**src/rtl/muldiv_unit.sv**
```systemverilog
// Iterative MULT/MULTU/DIV/DIVU unit feeding the HI/LO pair in decode.
// Optional macro MULDIV_FAST_MUL_EN: multiplies complete in one cycle, skipping CALC.
module muldiv_unit #(
  parameter int WIDTH = 32
) (
  input  logic             clk,
  input  logic             CLR_n,
  input  logic             start,
  input  logic [1:0]       op,
  input  logic [WIDTH-1:0] A,
  input  logic [WIDTH-1:0] B,
  input  logic             flush,
  output logic             busy,
  output logic             stall,
  output logic             done,
  output logic [WIDTH-1:0] HI_out,
  output logic [WIDTH-1:0] LO_out,
  output logic             HIWrite,
  output logic             LOWrite
);

  localparam int CNT_W = (WIDTH > 1) ? $clog2(WIDTH) : 1;

  typedef enum logic [1:0] {S_IDLE, S_CALC, S_DONE} state_t;

  state_t             r_state, w_next_state;
  logic [CNT_W-1:0]   r_count;
  logic               r_is_div, r_neg_a, r_neg_b;
  logic [WIDTH-1:0]   r_opnd, r_hi, r_lo;

  logic [WIDTH-1:0]   w_abs_a, w_abs_b;
  logic               w_last;
  logic [WIDTH:0]     w_mul_sum, w_rem_shift;
  logic [WIDTH-1:0]   w_mul_hi, w_mul_lo, w_rem_sub, w_div_hi, w_div_lo;
  logic               w_div_ge;
  logic [2*WIDTH-1:0] w_prod, w_prod_fix;
  logic [WIDTH-1:0]   w_q_fix, w_r_fix, w_res_hi, w_res_lo;
`ifdef MULDIV_FAST_MUL_EN
  logic [2*WIDTH-1:0] w_fast_prod;
`endif

  always_ff @(posedge clk or negedge CLR_n) begin
    if (!CLR_n) r_state <= S_IDLE;
    else        r_state <= w_next_state;
  end

  always_comb begin
    w_next_state = r_state;
    if (flush) begin
      w_next_state = S_IDLE;
    end else begin
      case (r_state)
        S_IDLE: begin
          if (start) begin
`ifdef MULDIV_FAST_MUL_EN
            w_next_state = op[1] ? S_CALC : S_DONE;
`else
            w_next_state = S_CALC;
`endif
          end
        end
        S_CALC:  if (w_last) w_next_state = S_DONE;
        S_DONE:  w_next_state = S_IDLE;
        default: w_next_state = S_IDLE;
      endcase
    end
  end

  always_comb begin
    busy    = (r_state != S_IDLE);
    stall   = start | busy;
    done    = (r_state == S_DONE) & ~flush;
    HIWrite = done;
    LOWrite = done;
  end

  // Signed ops iterate on magnitudes; signs are reapplied on the last step.
  always_comb begin
    w_abs_a     = (~op[0] & A[WIDTH-1]) ? ('0 - A) : A;
    w_abs_b     = (~op[0] & B[WIDTH-1]) ? ('0 - B) : B;
    w_last      = (r_count == CNT_W'(WIDTH - 1));

    w_mul_sum   = {1'b0, r_hi} + {1'b0, (r_lo[0] ? r_opnd : '0)};
    w_mul_hi    = w_mul_sum[WIDTH:1];
    w_mul_lo    = {w_mul_sum[0], r_lo[WIDTH-1:1]};

    w_rem_shift = {r_hi, r_lo[WIDTH-1]};
    w_div_ge    = (w_rem_shift >= {1'b0, r_opnd});
    w_rem_sub   = w_rem_shift[WIDTH-1:0] - r_opnd;
    w_div_hi    = w_div_ge ? w_rem_sub : w_rem_shift[WIDTH-1:0];
    w_div_lo    = {r_lo[WIDTH-2:0], w_div_ge};

    w_prod      = {w_mul_hi, w_mul_lo};
    w_prod_fix  = (r_neg_a ^ r_neg_b) ? ('0 - w_prod) : w_prod;
    // A zero divisor yields an all-ones quotient and the dividend as remainder.
    w_q_fix     = (r_opnd == '0) ? '1 :
                  ((r_neg_a ^ r_neg_b) ? ('0 - w_div_lo) : w_div_lo);
    w_r_fix     = r_neg_a ? ('0 - w_div_hi) : w_div_hi;
    w_res_hi    = r_is_div ? w_r_fix : w_prod_fix[2*WIDTH-1:WIDTH];
    w_res_lo    = r_is_div ? w_q_fix : w_prod_fix[WIDTH-1:0];
  end

`ifdef MULDIV_FAST_MUL_EN
  always_comb begin
    if (op[0]) w_fast_prod = {{WIDTH{1'b0}}, A} * {{WIDTH{1'b0}}, B};
    else       w_fast_prod = {{WIDTH{A[WIDTH-1]}}, A} * {{WIDTH{B[WIDTH-1]}}, B};
  end
`endif

  always_ff @(posedge clk or negedge CLR_n) begin
    if (!CLR_n) begin
      r_count  <= '0;
      r_is_div <= 1'b0;
      r_neg_a  <= 1'b0;
      r_neg_b  <= 1'b0;
      r_opnd   <= '0;
      r_hi     <= '0;
      r_lo     <= '0;
      HI_out   <= '0;
      LO_out   <= '0;
    end else if (!flush) begin
      case (r_state)
        S_IDLE: begin
          if (start) begin
            r_is_div <= op[1];
            r_neg_a  <= ~op[0] & A[WIDTH-1];
            r_neg_b  <= ~op[0] & B[WIDTH-1];
            r_opnd   <= op[1] ? w_abs_b : w_abs_a;
            r_lo     <= op[1] ? w_abs_a : w_abs_b;
            r_hi     <= '0;
            r_count  <= '0;
`ifdef MULDIV_FAST_MUL_EN
            if (!op[1]) {HI_out, LO_out} <= w_fast_prod;
`endif
          end
        end
        S_CALC: begin
          r_hi    <= r_is_div ? w_div_hi : w_mul_hi;
          r_lo    <= r_is_div ? w_div_lo : w_mul_lo;
          r_count <= r_count + 1'b1;
          if (w_last) begin
            HI_out <= w_res_hi;
            LO_out <= w_res_lo;
          end
        end
        default: ;
      endcase
    end
  end

endmodule
```
**config.mk**
```make
export PLATFORM = sky130hd
export DESIGN_NAME = muldiv_unit
export DESIGN_NICKNAME = d
export VERILOG_FILES = /design/src/rtl/muldiv_unit.sv
export SDC_FILE = /design/constraint.sdc
export NUM_CORES = 1
export LEC_CHECK = 0
export ABC_AREA = 1
export ABC_CLOCK_PERIOD_IN_PS = 2900
export CAP_MARGIN = 30
export CELL_PAD_IN_SITES_DETAIL_PLACEMENT = 0
export CELL_PAD_IN_SITES_GLOBAL_PLACEMENT = 2
export CORE_ASPECT_RATIO = 2
export CORE_UTILIZATION = 30
export CTS_BUF_LIST = sky130_fd_sc_hd__clkbuf_8
export CTS_CLUSTER_SIZE = 8
export DETAILED_ROUTE_END_ITERATION = 12
export GPL_TIMING_DRIVEN = 0
export HOLD_SLACK_MARGIN = 0.02
export PLACE_DENSITY = 0.91
export RECOVER_POWER = 25
export SETUP_SLACK_MARGIN = 0.2
export SLEW_MARGIN = 25
export SYNTH_ARGS = -nofsm -noshare
export SYNTH_HDL_FRONTEND = slang
export SYNTH_SLANG_ARGS = --single-unit
```
**constraint.sdc**
```tcl
create_clock -name clk -period 2.9 [get_ports clk]
set_input_delay 0.29 -clock clk [delete_from_list [all_inputs] [get_ports clk]]
set_output_delay 0.29 -clock clk [all_outputs]
set_load 0.01 [all_outputs]
```
# Yosys cells after proc, flatten, opt, wreduce, memory -nomap -nowiden
# Cells that the tools add are included.
[totals]
ff_bits = 170
output_inout_bits = 69
input_bits = 70
elab_cells = 64
[classes]
addsub = 8
reduce_logical = 8
n_mux = 24
eq_ne = 6
magnitude_cmp = 1
bitwise = 7
[ops]
columns = ["op", "n"]
rows = [
  ["two-way mux 32 bit", 15],
  ["case mux 32 bit (2 select lines)", 2],
  ["subtractor 1 x 32 -> 32 bit, first input constant", 4],
  ["two-way mux 64 bit", 1],
  ["subtractor 1 x 64 -> 64 bit, first input constant", 1],
  ["adder 32 x 32 -> 33 bit", 1],
  ["greater-or-equal comparator 33 x 32 -> 1 bit", 1],
  ["zero test 32 bit", 1],
  ["subtractor 32 bit", 1],
  ["case mux 5 bit (2 select lines)", 1],
  ["AND reduction 3 bit", 3],
  ["two-way mux 2 bit", 3],
  ["inequality test 3 bit, second input constant", 2],
  ["adder 5 x 1 -> 5 bit, second input constant", 1],
  ["== test 5 bit, second input constant", 1],
  ["two-way mux 5 bit", 1],
  ["case mux 2 bit (2 select lines)", 1],
  ["nonzero test 2 bit", 2],
  ["bitwise AND 1 bit", 3],
  ["== test 2 x 1 -> 1 bit, second input constant", 1],
  ["== test 2 bit, second input constant", 1],
  ["zero test 2 bit", 1],
  ["inequality test 2 bit, second input constant", 1],
  ["inverter 1 bit", 2],
  ["3 further kinds", 3],
]

# Depth between registers and ports, before layout
[logic_depth]
depth_word = 6
ltp_mapped = 27
mapped_depth_nobuf = 25

# Least setup slack after synthesis
# Ideal clock, no wire load.
[synth_path]
path_kind = "register to register"
from = "register r_lo[0]"
to = "register HI_out[29]"
arrival_ps = 2942
path_buffers = 2
stages_incl_launch_ff = 24
setup_time_ps = 113
synth_period_minus_slack_ps = 3055
required_time_ps = 2787
path_slack_ps = -155
path_cell_list = "dfrtp_1 > clkbuf_1 > clkbuf_1 > nand2_1 > inv_1 > ha_1 > a21oi_1 > nand2_1 > nand2_1 > nand2_1 > xnor2_1 > nand2_1 > nor2_1 > nand2_1 > nor2_1 > nand2_1 > nor2_1 > nand3_1 > nand3_1 > nand2_1 > nor2_1 > nand3_1 > nand2_1 > inv_1"
[synth_via]
elab_chain_cells = 5
[synth_lines]
columns = ["item", "line_no", "source"]
rows = [
  ["from (decl)", "29", "logic [WIDTH-1:0] r_opnd, r_hi, r_lo;"],
  ["from (signal assigned)", "129", "r_lo <= op[1] ? w_abs_a : w_abs_b;"],
  ["from (signal assigned)", "139", "r_lo <= r_is_div ? w_div_lo : w_mul_lo;"],
  ["two-way mux 32 bit (*)", "83", "w_mul_sum = {1'b0, r_hi} + {1'b0, (r_lo[0] ? r_opnd : '0)};"],
  ["adder 32 x 32 -> 33 bit (*)", "83", ""],
  ["subtractor 1 x 64 -> 64 bit", "94", "w_prod_fix = (r_neg_a ^ r_neg_b) ? ('0 - w_prod) : w_prod;"],
  ["two-way mux 64 bit (*)", "94", ""],
  ["two-way mux 32 bit (*)", "99", "w_res_hi = r_is_div ? w_r_fix : w_prod_fix[2*WIDTH-1:WIDTH];"],
  ["to (signal assigned)", "142", "HI_out <= w_res_hi;"],
  ["to (decl)", "16", "output logic [WIDTH-1:0] HI_out,"],
]
# Every way passes the cells marked *; elsewhere a longest branch is shown, timed or not.
# A chain may end at the register's enable or synchronous reset.

# Worst setup path in the final report
[layout_path]
from = "register r_hi[19]"
to = "register HI_out[22]"
[layout_via]
elab_chain_cells = 5
word_cells_on_any_way = 9
cone_classes = "add/sub: 4; order compare: 1; mux: 4"
[layout_lines]
columns = ["item", "line_no", "source"]
rows = [
  ["from (decl)", "29", ""],
  ["from (signal assigned)", "138", "r_hi <= r_is_div ? w_div_hi : w_mul_hi;"],
  ["subtractor 32 bit / greater-or-equal comparator 33 x 32 -> 1 bit (equally long branches)", "89, 88", ""],
  ["two-way mux 32 bit", "90", "w_div_hi = w_div_ge ? w_rem_sub : w_rem_shift[WIDTH-1:0];"],
  ["subtractor 1 x 32 -> 32 bit", "98", "w_r_fix = r_neg_a ? ('0 - w_div_hi) : w_div_hi;"],
  ["two-way mux 32 bit", "98", ""],
  ["two-way mux 32 bit (*)", "99", ""],
]
# Marks and branches as above.

==> impl_metrics.yaml <==
outcome:
  status: "complete, but fails checks"
  violations: "capacitance limit, slew limit, setup timing"
synth:
  ys_ff_latch: 170
  syn_avg_cell_area_um2: 5.94
  synth_top_area_share_pct: 22.9
  synth_top_cell_by_area: "dfrtp_1"
  synthFlopType: "dfrtp_1"
  synthCells: 3132
  synthArstFlopShare_pct: 100
  synth-adder-area-share_pct: 4.99
  synth_edf_count: 0
  synth_area_leaders: "dfrtp_1 23%, nand2_1 17%, nor2_1 8.4%"
  synth.distinct_cells: 60
  yosysWarnings: 0
  synth_top_family_by_area: "simple AND/OR/NAND/NOR gates"
  synth_seq_area_share_pct: 22.9
  synthSimpleGateAreaFrac_pct: 39.1
  synth_xor_area_share_pct: 4.80
  synth.cell_area_um2: 18600
  synth_compound_area_share_pct: 17.1
  synth_nets: 3275
  synth_mux_area_share_pct: 0
critical_path:
  cp_top_family: "simple AND/OR/NAND/NOR gates"
  end_kind: "register"
  setup.worst_path.start_class: "register"
  crit_arrival_ps: 3860
  slowest_stage: "dfrtp_2"
  critPathKind: "register to register"
  worstReg2RegStart: "r_hi[19]$_DFFE_PN0P_"
  crit_path_max_fanout: 6
  crit_start: "r_hi[19]$_DFFE_PN0P_"
  cp_num_buf_inv: 4
  path_common_cell: "nand2_1"
  critPathMaxStageDelay_ps: 520
  critPathRequiredTime_ps: 3340
  path_cells: "ha_4 -> nand2_1 -> nand2_1 -> o21bai_4 -> nand2_1 -> nand2_1 -> inv_2 -> nor2_4 -> nor2_8 -> nand2_4 -> buf_12 -> buf_16 -> nand3_4 -> nand2_8 -> nor2_4 -> nand2_1 -> nor2_1 -> nand3_1 -> nand2_2 -> inv_2 -> nand2_1 -> nand2_1 -> nor2_2 -> nor2_1"
global_routing:
  gr-total-overflow: 0
  grt_max_degree: 88
  grt_pass1_vias: 24000
  grt_pass1_wl_um: 166000
  antenna_found_initial: 3
  grt_usage_pct: 37.8
sta:
  fin_crit_ps: 3420
  tightestPinTransition_ps: 1910
  drv_slew: 27
  finalCritPeriodShare_pct: 118
  setup_viol: 72
  relSlewSlack_pct: -27.3
  fin_skew_ps: 30.1
  fin_ws_ps: -520
  hold_viol: 0
  rsz0062_at_grt: "yes"
  max_freq_mhz: 292
detailed_routing:
  wl_met1_um: 37200
  routed_wl_um: 118000
  avgRoutedWirePerCell_um: 27.4
  detailroute.via_count: 23900
  wl_met2_um: 58300
  drtIter0Drc: 1925
  vias_per_cell: 5.55
  drc_errors: 0
  dr_wl_met3_um: 7150
  antenna_left: 0
  drt_pass1_iterations: 8
  highest_layer: "met5"
floorplan:
  num_io_pins: 139
  die_h_um: 354
  start_util_pct: 30.4
  core_um2: 61200
  fp-row-count: 128
  die_area_um2: 63100
  die_x_um: 178
power_and_ir_drop:
  swShare_pct: 60.3
  combPwrFrac_pct: 83.7
  internal-power_mw: 14.0
  ir_drop_mv: 0.844
  power.density_nw_per_um2: 1250
  switching_power_mw: 21.2
  clkPwrFrac_pct: 5.5
  leakage_nw: 12.6
  p_seq_share_pct: 10.8
clock_tree:
  cts-root-buf: "clkbuf_8"
  worst_skew_pair.late_latency_ps: 540
  tritoncts: "built"
  cts_sinks: 170
  cts_buffer_depth: 2
  h-tree-depth: 4
  cts_buffers: 17
  clkTransAtPathRegs_ps: 110
finish:
  final_cell_mix: "638 x nand2_1, 347 x inv_1, 306 x nor2_1, 186 x buf_4, 173 x nand3_1"
  drive_gt1_share_pct: 31.6
  fin_nets: 3656
  finalCoreUtilization_pct: 45.9
  final_cell_area_um2: 28100
  synthToLayoutAreaGrowth_pct: 50.9
  layout_commonest_cell: "nand2_1"
hold_path:
  worst_hold_path_type: "input pin to register"
  hp-start: "B[0]"
placed_design:
  io_buffers: 138
  place_congestion: 1.02
  place_area_um2: 21500
  hpwl_um: 87400
job:
  drv_cap: 1
==> routing by layer <==
layer / up-vias / GRT usage [%]
li1: 11000 / -
met1: 11300 / 35.6
met2: 1083 / 64.9
met3: 541 / 8.61
met4: 2 / 39.3
met5: - / 0
==> sequential cells by signal (all words and copies together) (netlist names) <==
name      flops
HI_out       32
LO_out       32
r_hi         32
r_lo         32
r_opnd       32
r_count       5
r_state       2
r_is_div      1
r_neg_a       1
r_neg_b       1
==> worst reg2reg max path, cell delays in order (launching register included) <==
cell	delay (ps)
dfrtp_2	520
ha_4	310
nand2_1	70
nand2_1	70
o21bai_4	170
nand2_1	60
nand2_1	60
inv_2	90
nor2_4	60
nor2_8	250
nand2_4	130
buf_12	180
buf_16	170
nand3_4	180
nand2_8	130
nor2_4	160
nand2_1	70
nor2_1	100
nand3_1	110
nand2_2	120
inv_2	40
nand2_1	50
nand2_1	70
nor2_2	130
nor2_1	50
==> final cells by class <==
| class | instances | area [um2] |
|---|---|---|
| clock inverter | 12 | 138 |
| tap | 780 | 976 |
| antenna | 3 | 7.51 |
| multi-input combinational | 2425 | 16800 |
| fill | 6426 | 33100 |
| clock buffer | 20 | 275 |
| inverter | 421 | 1640 |
| sequential | 170 | 4310 |
| timing repair inverter | 1 | 6.26 |
| buffer | 116 | 648 |
| timing repair buffer | 361 | 3320 |
==> cell usage after synthesis (7+ instances only) <==
cell,n
o221ai_1,26
nand2_2,24
nor2_1,416
buf_1,22
nand2_1,860
nor2_2,16
o21ai_0,155
o31ai_1,23
or2_2,10
o21bai_1,9
nor4_1,23
nand3b_1,14
xor2_1,72
a21oi_1,183
xnor2_1,30
o22ai_1,7
inv_1,403
nor3_1,45
nand4_1,35
ha_1,71
dfrtp_1,170
clkbuf_1,80
o21ai_1,12
a31oi_1,42
o211ai_1,41
nand3_1,243
inv_2,16
nand3_2,7
==> power by group through the flow <==
stage / logic, mW / registers, mW / clock network (mW)
6_report: 29.5 / 3.82 / 1.93
5_1_grt: 30.7 / 3.79 / 2.00
4_1_cts: 24.9 / 3.68 / 1.93
3_5_place_dp: 17.1 / 3.74 / 0
3_3_place_gp: 17.1 / 3.73 / 0
2_1_floorplan: 10.7 / 3.24 / 0
==> what timing repair did <==
action                     4_1_cts  5_1_grt
gates resized for setup        837      301
setup endpoints to repair      158      144
hold buffers                     1        0
hold endpoints to repair        97        0
cloned                           6        0
buffers inserted               149       66
pin swaps                      184      164
==> through the flow <==
step	hold WS [ps]	setup WS, ps	power [mW]	instances	setup TNS [ps]
6_report	133	-520	35.2	4309	-21870
5_1_grt	157	-626	36.5	4308	-34320
4_1_cts	181	-318	30.6	4240	-11200
3_5_place_dp	170	-1150	20.9	4052	-80030
3_3_place_gp	466	-6650	20.8	4050	-1105900
2_1_floorplan	-5.59	163	14.0	3132	0
==> worst paths after layout <==
path                                                to  slack (ps)  cells past startpoint
min in group asynchronous       HI_out[24]$_DFFE_PN0P_         800                      2
worst max register to register  HI_out[22]$_DFFE_PN0P_        -520                     24
max in group asynchronous        LO_out[5]$_DFFE_PN0P_         280                      3
worst min register to register   LO_out[7]$_DFFE_PN0P_         490                      2
worst max-delay path            HI_out[22]$_DFFE_PN0P_        -520                     24
worst min-delay path               r_lo[0]$_DFFE_PN0P_         130                      3
==> logic make-up after synthesis <==
family / after synthesis
buffers and inverters: 537
flip-flops: 170
XOR/XNOR: 102
AND/OR/NAND/NOR: 1713
adder cells (fa/ha/maj): 73
AO/OA/AOI/OAI: 537
Power figures use the tool's default switching activity.
